### src/rtl/cpu_types_pkg.sv
// Shared CPU types: next-PC select, fetch FSM state
// and the IF/ID pipeline register bundle.
package cpu_types_pkg;

  typedef enum logic [1:0] {
    PC_SEQ = 2'd0,
    PC_BR  = 2'd1,
    PC_J   = 2'd2,
    PC_JR  = 2'd3
  } pcsrc_t;

  typedef enum logic {
    RUN    = 1'b0,
    HALTED = 1'b1
  } fetch_state_t;

  typedef struct packed {
    logic [31:0] instr;
    logic [31:0] npc;
    logic        valid;
  } ifid_t;

  localparam ifid_t IFID_BUBBLE = '0;

endpackage

### src/rtl/fetch_stage_if.sv
// Fetch stage bundle: icache side, hazard controls,
// decode feedback and the IF/ID outputs.
interface fetch_stage_if;
  import cpu_types_pkg::*;

  logic        ihit;
  logic [31:0] iload;
  logic        iREN;
  logic [31:0] iaddr;
  logic        stall;
  logic        flush;
  pcsrc_t      pc_src;
  logic        halt;
  logic [31:0] rdat1;
  logic [31:0] instr_d;
  logic [31:0] npc_d;
  logic        valid_d;
  logic        halted;

  modport fs (
    input  ihit, iload, stall, flush,
    input  pc_src, halt, rdat1,
    output iREN, iaddr,
    output instr_d, npc_d, valid_d, halted
  );

  modport tb (
    output ihit, iload, stall, flush,
    output pc_src, halt, rdat1,
    input  iREN, iaddr,
    input  instr_d, npc_d, valid_d, halted
  );

endinterface

### src/rtl/pc_target.sv
// Redirect target for the instruction held in IF/ID.
// Only instr[25:0] matters: jump index / branch imm.
module pc_target
  import cpu_types_pkg::*;
(
  input  pcsrc_t      pc_src_i,
  input  logic [31:0] npc_i,
  input  logic [25:0] instr_i,
  input  logic [31:0] rdat1_i,
  output logic [31:0] target_o
);

  logic [31:0] br_off;

  // Sign-extended word offset, then pick target.
  always_comb begin
    br_off   = {{14{instr_i[15]}}, instr_i[15:0], 2'b00};
    target_o = npc_i;
    unique case (pc_src_i)
      PC_SEQ: target_o = npc_i;
      PC_BR:  target_o = npc_i + br_off;
      PC_J:   target_o = {npc_i[31:28], instr_i, 2'b00};
      PC_JR:  target_o = rdat1_i;
    endcase
  end

endmodule

### src/rtl/fetch_stage.sv
// PC register, icache request and IF/ID register;
// redirects on decoded branch/jump, stops on HALT.
module fetch_stage
  import cpu_types_pkg::*;
#(
  parameter logic [31:0] PC_INIT = 32'h0000_0000
) (
  input logic     CLK,
  input logic     RST,
  fetch_stage_if.fs bus
);

  fetch_state_t state_q;
  logic [31:0]  pc_q;
  ifid_t        ifid_q;
  logic [31:0]  pc_inc;
  logic [31:0]  target;
  logic         redirect;

  pc_target u_tgt (
    .pc_src_i (bus.pc_src),
    .npc_i    (ifid_q.npc),
    .instr_i  (ifid_q.instr[25:0]),
    .rdat1_i  (bus.rdat1),
    .target_o (target)
  );

  assign pc_inc   = pc_q + 32'd4;
  assign redirect = ifid_q.valid
                  && (bus.pc_src != PC_SEQ)
                  && !bus.stall && !bus.halt;

  // Fetch FSM, PC and IF/ID; rule order gives priority.
  always_ff @(posedge CLK or posedge RST) begin
    if (RST) begin
      state_q <= RUN;
      pc_q    <= PC_INIT;
      ifid_q  <= IFID_BUBBLE;
    end else begin
      unique case (state_q)
        RUN: begin
          if (bus.stall) begin
            if (bus.flush) ifid_q <= IFID_BUBBLE;
          end else if (ifid_q.valid && bus.halt) begin
            state_q <= HALTED;
            ifid_q  <= IFID_BUBBLE;
          end else if (redirect) begin
            pc_q   <= target;
            ifid_q <= IFID_BUBBLE;
          end else if (bus.flush) begin
            ifid_q <= IFID_BUBBLE;
            if (bus.ihit) pc_q <= pc_inc;
          end else if (bus.ihit) begin
            pc_q   <= pc_inc;
            ifid_q <= {bus.iload, pc_inc, 1'b1};
          end else begin
            ifid_q <= IFID_BUBBLE;
          end
        end
        HALTED: begin
          ifid_q <= IFID_BUBBLE;
        end
      endcase
    end
  end

  assign bus.iREN    = (state_q == RUN);
  assign bus.iaddr   = pc_q;
  assign bus.instr_d = ifid_q.instr;
  assign bus.npc_d   = ifid_q.npc;
  assign bus.valid_d = ifid_q.valid;
  assign bus.halted  = (state_q == HALTED);

endmodule

### src/flat_wrapper.sv
// flat-port wrapper written by rule: the top's interface ports become plain ports
module fetch_stage_flat import cpu_types_pkg::*;
#(
  parameter logic [31:0] PC_INIT = 32'h0000_0000
)
  (CLK, RST, bus_ihit, bus_iload, bus_stall, bus_flush, bus_pc_src, bus_halt, bus_rdat1, bus_iREN, bus_iaddr, bus_instr_d, bus_npc_d, bus_valid_d, bus_halted);
  fetch_stage_if bus_i ();
  input logic CLK;
  input logic RST;
  input wire logic [$bits(bus_i.ihit)-1:0] bus_ihit;
  input wire logic [$bits(bus_i.iload)-1:0] bus_iload;
  input wire logic [$bits(bus_i.stall)-1:0] bus_stall;
  input wire logic [$bits(bus_i.flush)-1:0] bus_flush;
  input wire logic [$bits(bus_i.pc_src)-1:0] bus_pc_src;
  input wire logic [$bits(bus_i.halt)-1:0] bus_halt;
  input wire logic [$bits(bus_i.rdat1)-1:0] bus_rdat1;
  output wire logic [$bits(bus_i.iREN)-1:0] bus_iREN;
  output wire logic [$bits(bus_i.iaddr)-1:0] bus_iaddr;
  output wire logic [$bits(bus_i.instr_d)-1:0] bus_instr_d;
  output wire logic [$bits(bus_i.npc_d)-1:0] bus_npc_d;
  output wire logic [$bits(bus_i.valid_d)-1:0] bus_valid_d;
  output wire logic [$bits(bus_i.halted)-1:0] bus_halted;
  assign bus_i.ihit = bus_ihit;
  assign bus_i.iload = bus_iload;
  assign bus_i.stall = bus_stall;
  assign bus_i.flush = bus_flush;
  assign bus_i.pc_src = bus_pc_src;
  assign bus_i.halt = bus_halt;
  assign bus_i.rdat1 = bus_rdat1;
  assign bus_iREN = bus_i.iREN;
  assign bus_iaddr = bus_i.iaddr;
  assign bus_instr_d = bus_i.instr_d;
  assign bus_npc_d = bus_i.npc_d;
  assign bus_valid_d = bus_i.valid_d;
  assign bus_halted = bus_i.halted;
  fetch_stage #(.PC_INIT(PC_INIT)) u_core (.CLK(CLK), .RST(RST), .bus(bus_i));
endmodule
### config.mk
export PLATFORM = sky130hd
export DESIGN_NAME = fetch_stage_flat
export DESIGN_NICKNAME = d
export VERILOG_FILES = /design/src/rtl/cpu_types_pkg.sv /design/src/rtl/fetch_stage_if.sv /design/src/rtl/pc_target.sv /design/src/rtl/fetch_stage.sv /design/src/flat_wrapper.sv
export SDC_FILE = /design/constraint.sdc
export NUM_CORES = 1
export LEC_CHECK = 0
export CORE_AREA = 2 2 115 117
export CTS_CLUSTER_SIZE = 8
export DETAILED_ROUTE_END_ITERATION = 16
export DIE_AREA = 0 0 117 119
export PLACE_DENSITY = 0.91
export SYNTH_ARGS = -nofsm -noshare
export SYNTH_HDL_FRONTEND = slang
export SYNTH_SLANG_ARGS = --single-unit
### constraint.sdc
create_clock -name CLK -period 5.7 [get_ports CLK]
set_clock_uncertainty 0.15 [all_clocks]
set_input_delay 0.855 -clock CLK [delete_from_list [all_inputs] [get_ports CLK]]
set_output_delay 0.855 -clock CLK [all_outputs]
set_load 0.1 [all_outputs]
==> results.yml <==
detailed_routing:
  first_pass_iters: 6
  drt_iter0_markers: 1028
  ant_nets: 0
  vias: 7389
  viasPerCell: 6.53
  routed_wirelength_um: 22800
  wl_per_cell_um: 20.2
  drc: 0
setup_path:
  required_ps: 5820
  cp_common_cell: "nor2_1"
  r2r_cells: 9
  r2r-end: "u_core.bus.iaddr[22]"
  rrSetupSlack_ps: 2240
  worst-setup-path-type: "in -> reg"
  critPathMaxFanout: 38
  worst_setup_path_start_kind: "input pin"
  r2r_start: "u_core.bus.instr_d[15]"
  crit_slowest_cell: "clkdlybuf4s50_1"
  cp.arrival_ps: 4290
  critPathCaptureType: "flip-flop"
  crit_chain: "clkdlybuf4s50_1 -> nor2_1 -> or3_1 -> buf_4 -> nor2_1 -> o21ai_0 -> nor2_1 -> a221oi_1 -> o21ai_0"
  cpPeakStageDelay_ps: 1140
floorplan:
  initial_core_util_pct: 52.5
  die_h_um: 119
  dieArea_sq_um: 13900
  io_pins: 171
  row_count: 42
  core_area_sq_um: 12900
  die_w_um: 117
sta:
  worst_slew_pin_slew_ps: 1040
  period_minus_slack_ps: 4170
  setup_violations: 0
  finalMaxSlewViolations: 0
  rsz0062_at_grt: "false"
  hold_violations: 0
  maxSlewHeadroom_pct: 30.2
  finalCritPeriodShare_pct: 73.1
  timing.fmax_mhz: 240
  hold_ws_ps: 356
  tns_ps: 0
cells_and_area:
  drive_above_1_share_pct: 4.29
  nNetsFinal: 1054
  final_cell_mix: "170 x clkdlybuf4s50_1, 98 x dfrtp_1, 96 x nand2_1"
  syn2layout_area_growth_pct: 31.8
  insertedDiodeCount: 0
  instances_no_fill: 1132
  final_common_cell: "clkdlybuf4s50_1"
logic_synthesis:
  yosys.area.top_type: "dfrtp_1"
  synth_flop_cell: "dfrtp_1"
  synth_cell_type_count: 70
  synth-edff-count: 0
  synth_fp_nets: 909
  yosys_warnings: 0
  ys_seq_elements: 98
  synth_cells: 806
  syn_area_sq_um: 6760
  synth_top_area_share_pct: 36.3
  async_flop_share_pct: 100
  yosys-top-cells-area: "dfrtp_1 36%, ha_1 5.5%, nand2_1 5.3%"
  avgSynthCellArea_sq_um: 8.39
  seq_area_frac_synth_pct: 36.3
pwr:
  vdd_drop_max_v: 0.000115
  seq_power_share_pct: 45.4
  swShare_pct: 25.8
  power_frac_comb_pct: 11.8
  internal_power_w: 0.00117
  powerDensity_nw_per_um2: 177
  p_switching_w: 0.000406
  p_leak_nw: 3.69
  clock_power_share_pct: 42.8
min_path:
  hold_depth: 1
  hold_end: "u_core.bus.instr_d[29]"
  hold_path.class: "reg -> reg"
  worstHoldStart: "u_core.bus.instr_d[29]"
clocking:
  postCtsHoldBufs: 0
  clock_latency_ps: 350
  cts.repair.resized: 0
  cts_tree: "done"
  clkTransAtPathRegs_ps: 70
  root_buffer: "clkbuf_16"
  numCtsBuffers: 9
  clock_sinks: 98
  cts_max_level: 3
  clock_path_buffers: 2
  cts_setup_buffers: 0
grt:
  grt_usage_pct: 32.6
  grt_pass1_wl_um: 35700
  antenna_found_initial: 0
  grt_max_degree: 73
  overflow: 0
  grt_pass1_vias: 6814
place:
  gp_congestion: 1.02
  dp.cells: 1116
  port_buffers: 170
  hpwlAfterDp_um: 16700
outcome:
  status: "finished clean"
flow_run:
  maxCapViolCount: 0
-- registers in the layout, indices dropped and copies added, names as in the netlist --
name,cells
u_core.bus.npc_d,32
u_core.bus.valid_d,1
u_core.bus.halted,1
u_core.bus.instr_d,32
u_core.bus.iaddr,32
-- routing by layer --
metal,up-vias,wire length [um],GRT usage [%]
met4,0,889,13.0
met2,562,10300,49.6
met1,3474,8860,44.8
met5,-,0,0
met3,85,2760,7.63
li1,3268,-,-
-- cells by family after synthesis --
logic type / Yosys count / synth area share (%)
AO/OA/AOI/OAI: 280 / 27.3
XOR/XNOR: 48 / 6.22
adder cells (fa/ha/maj): 31 / 5.85
buffers and inverters: 66 / 3.83
flip-flops: 98 / 36.3
multiplexers: 8 / 1.22
AND/OR/NAND/NOR: 275 / 19.3
-- Yosys cell counts, types with 3 or more instances --
| cell type | count |
|---|---|
| o31ai_1 | 4 |
| a21oi_1 | 67 |
| and2_1 | 6 |
| a21o_1 | 11 |
| inv_1 | 19 |
| nor4_1 | 4 |
| o221ai_1 | 4 |
| and3_1 | 9 |
| nor2_1 | 79 |
| o311ai_0 | 3 |
| xor2_1 | 27 |
| and4_1 | 7 |
| o21a_1 | 3 |
| o21bai_1 | 4 |
| ha_1 | 30 |
| a221oi_1 | 10 |
| o22ai_1 | 10 |
| a31oi_1 | 7 |
| mux2i_1 | 6 |
| o211ai_1 | 5 |
| a22o_1 | 37 |
| o22a_1 | 4 |
| or3_1 | 7 |
| nand2_1 | 96 |
| o21ai_1 | 8 |
| a211oi_1 | 10 |
| buf_2 | 3 |
| buf_1 | 3 |
| xnor2_1 | 21 |
| a311oi_1 | 3 |
| dfrtp_1 | 98 |
| clkbuf_1 | 38 |
| nor3_1 | 15 |
| nand2b_1 | 5 |
| nand3_1 | 18 |
| o21ai_0 | 68 |
| nand4_1 | 15 |
| nor2b_1 | 3 |
-- power by group through the flow --
stage	clock network (W)	logic, W	registers, W
3_5_place_dp	0	0.000184	0.000728
5_1_grt	0.000704	0.000197	0.000716
2_1_floorplan	0	0.0000507	0.000773
3_3_place_gp	0	0.000183	0.000728
4_1_cts	0.000675	0.000185	0.000715
6_report	0.000675	0.000187	0.000716
-- per-stage QoR --
step	util [%]	setup slack, ps	power [W]	instance area [sq um]
final	69.2	1530	0.00158	8910
after global routing	69.2	1420	0.00162	8910
after CTS	69.2	1680	0.00158	8910
after detailed placement	66.7	1320	0.000913	8590
after global placement	66.7	1450	0.000911	8590
after floorplan	-	2130	0.000824	6760
-- cell type report --
cell class	instances	area [sq um]
sequential	98	2450
multi-input combinational	642	4060
inverter	20	77.6
timing repair buffer	180	1780
clock inverter	6	87.6
tap	176	220
clock buffer	10	239
fill	1002	3960
-- critical path: cells and delay by family --
kind / cells / cell delay, ps
buffers and inverters: 2 / 1410
AND/OR/NAND/NOR: 4 / 1580
AO/OA/AOI/OAI: 3 / 440
-- worst max path at each step --
stage          depth (start not counted)  slack, ps           from              endpoint
3_3_place_gp                           9       1450  bus_pc_src[0]  u_core.bus.iaddr[26]
5_1_grt                                7       1420  bus_pc_src[0]  u_core.bus.iaddr[18]
4_1_cts                                9       1680  bus_pc_src[0]  u_core.bus.iaddr[26]
6_report                               9       1530  bus_pc_src[0]  u_core.bus.iaddr[26]
3_5_place_dp                           9       1320  bus_pc_src[0]  u_core.bus.iaddr[26]
2_1_floorplan                          1       2130            RST     u_core.bus.halted
Note: power is estimated with default switching activity, not from simulation.
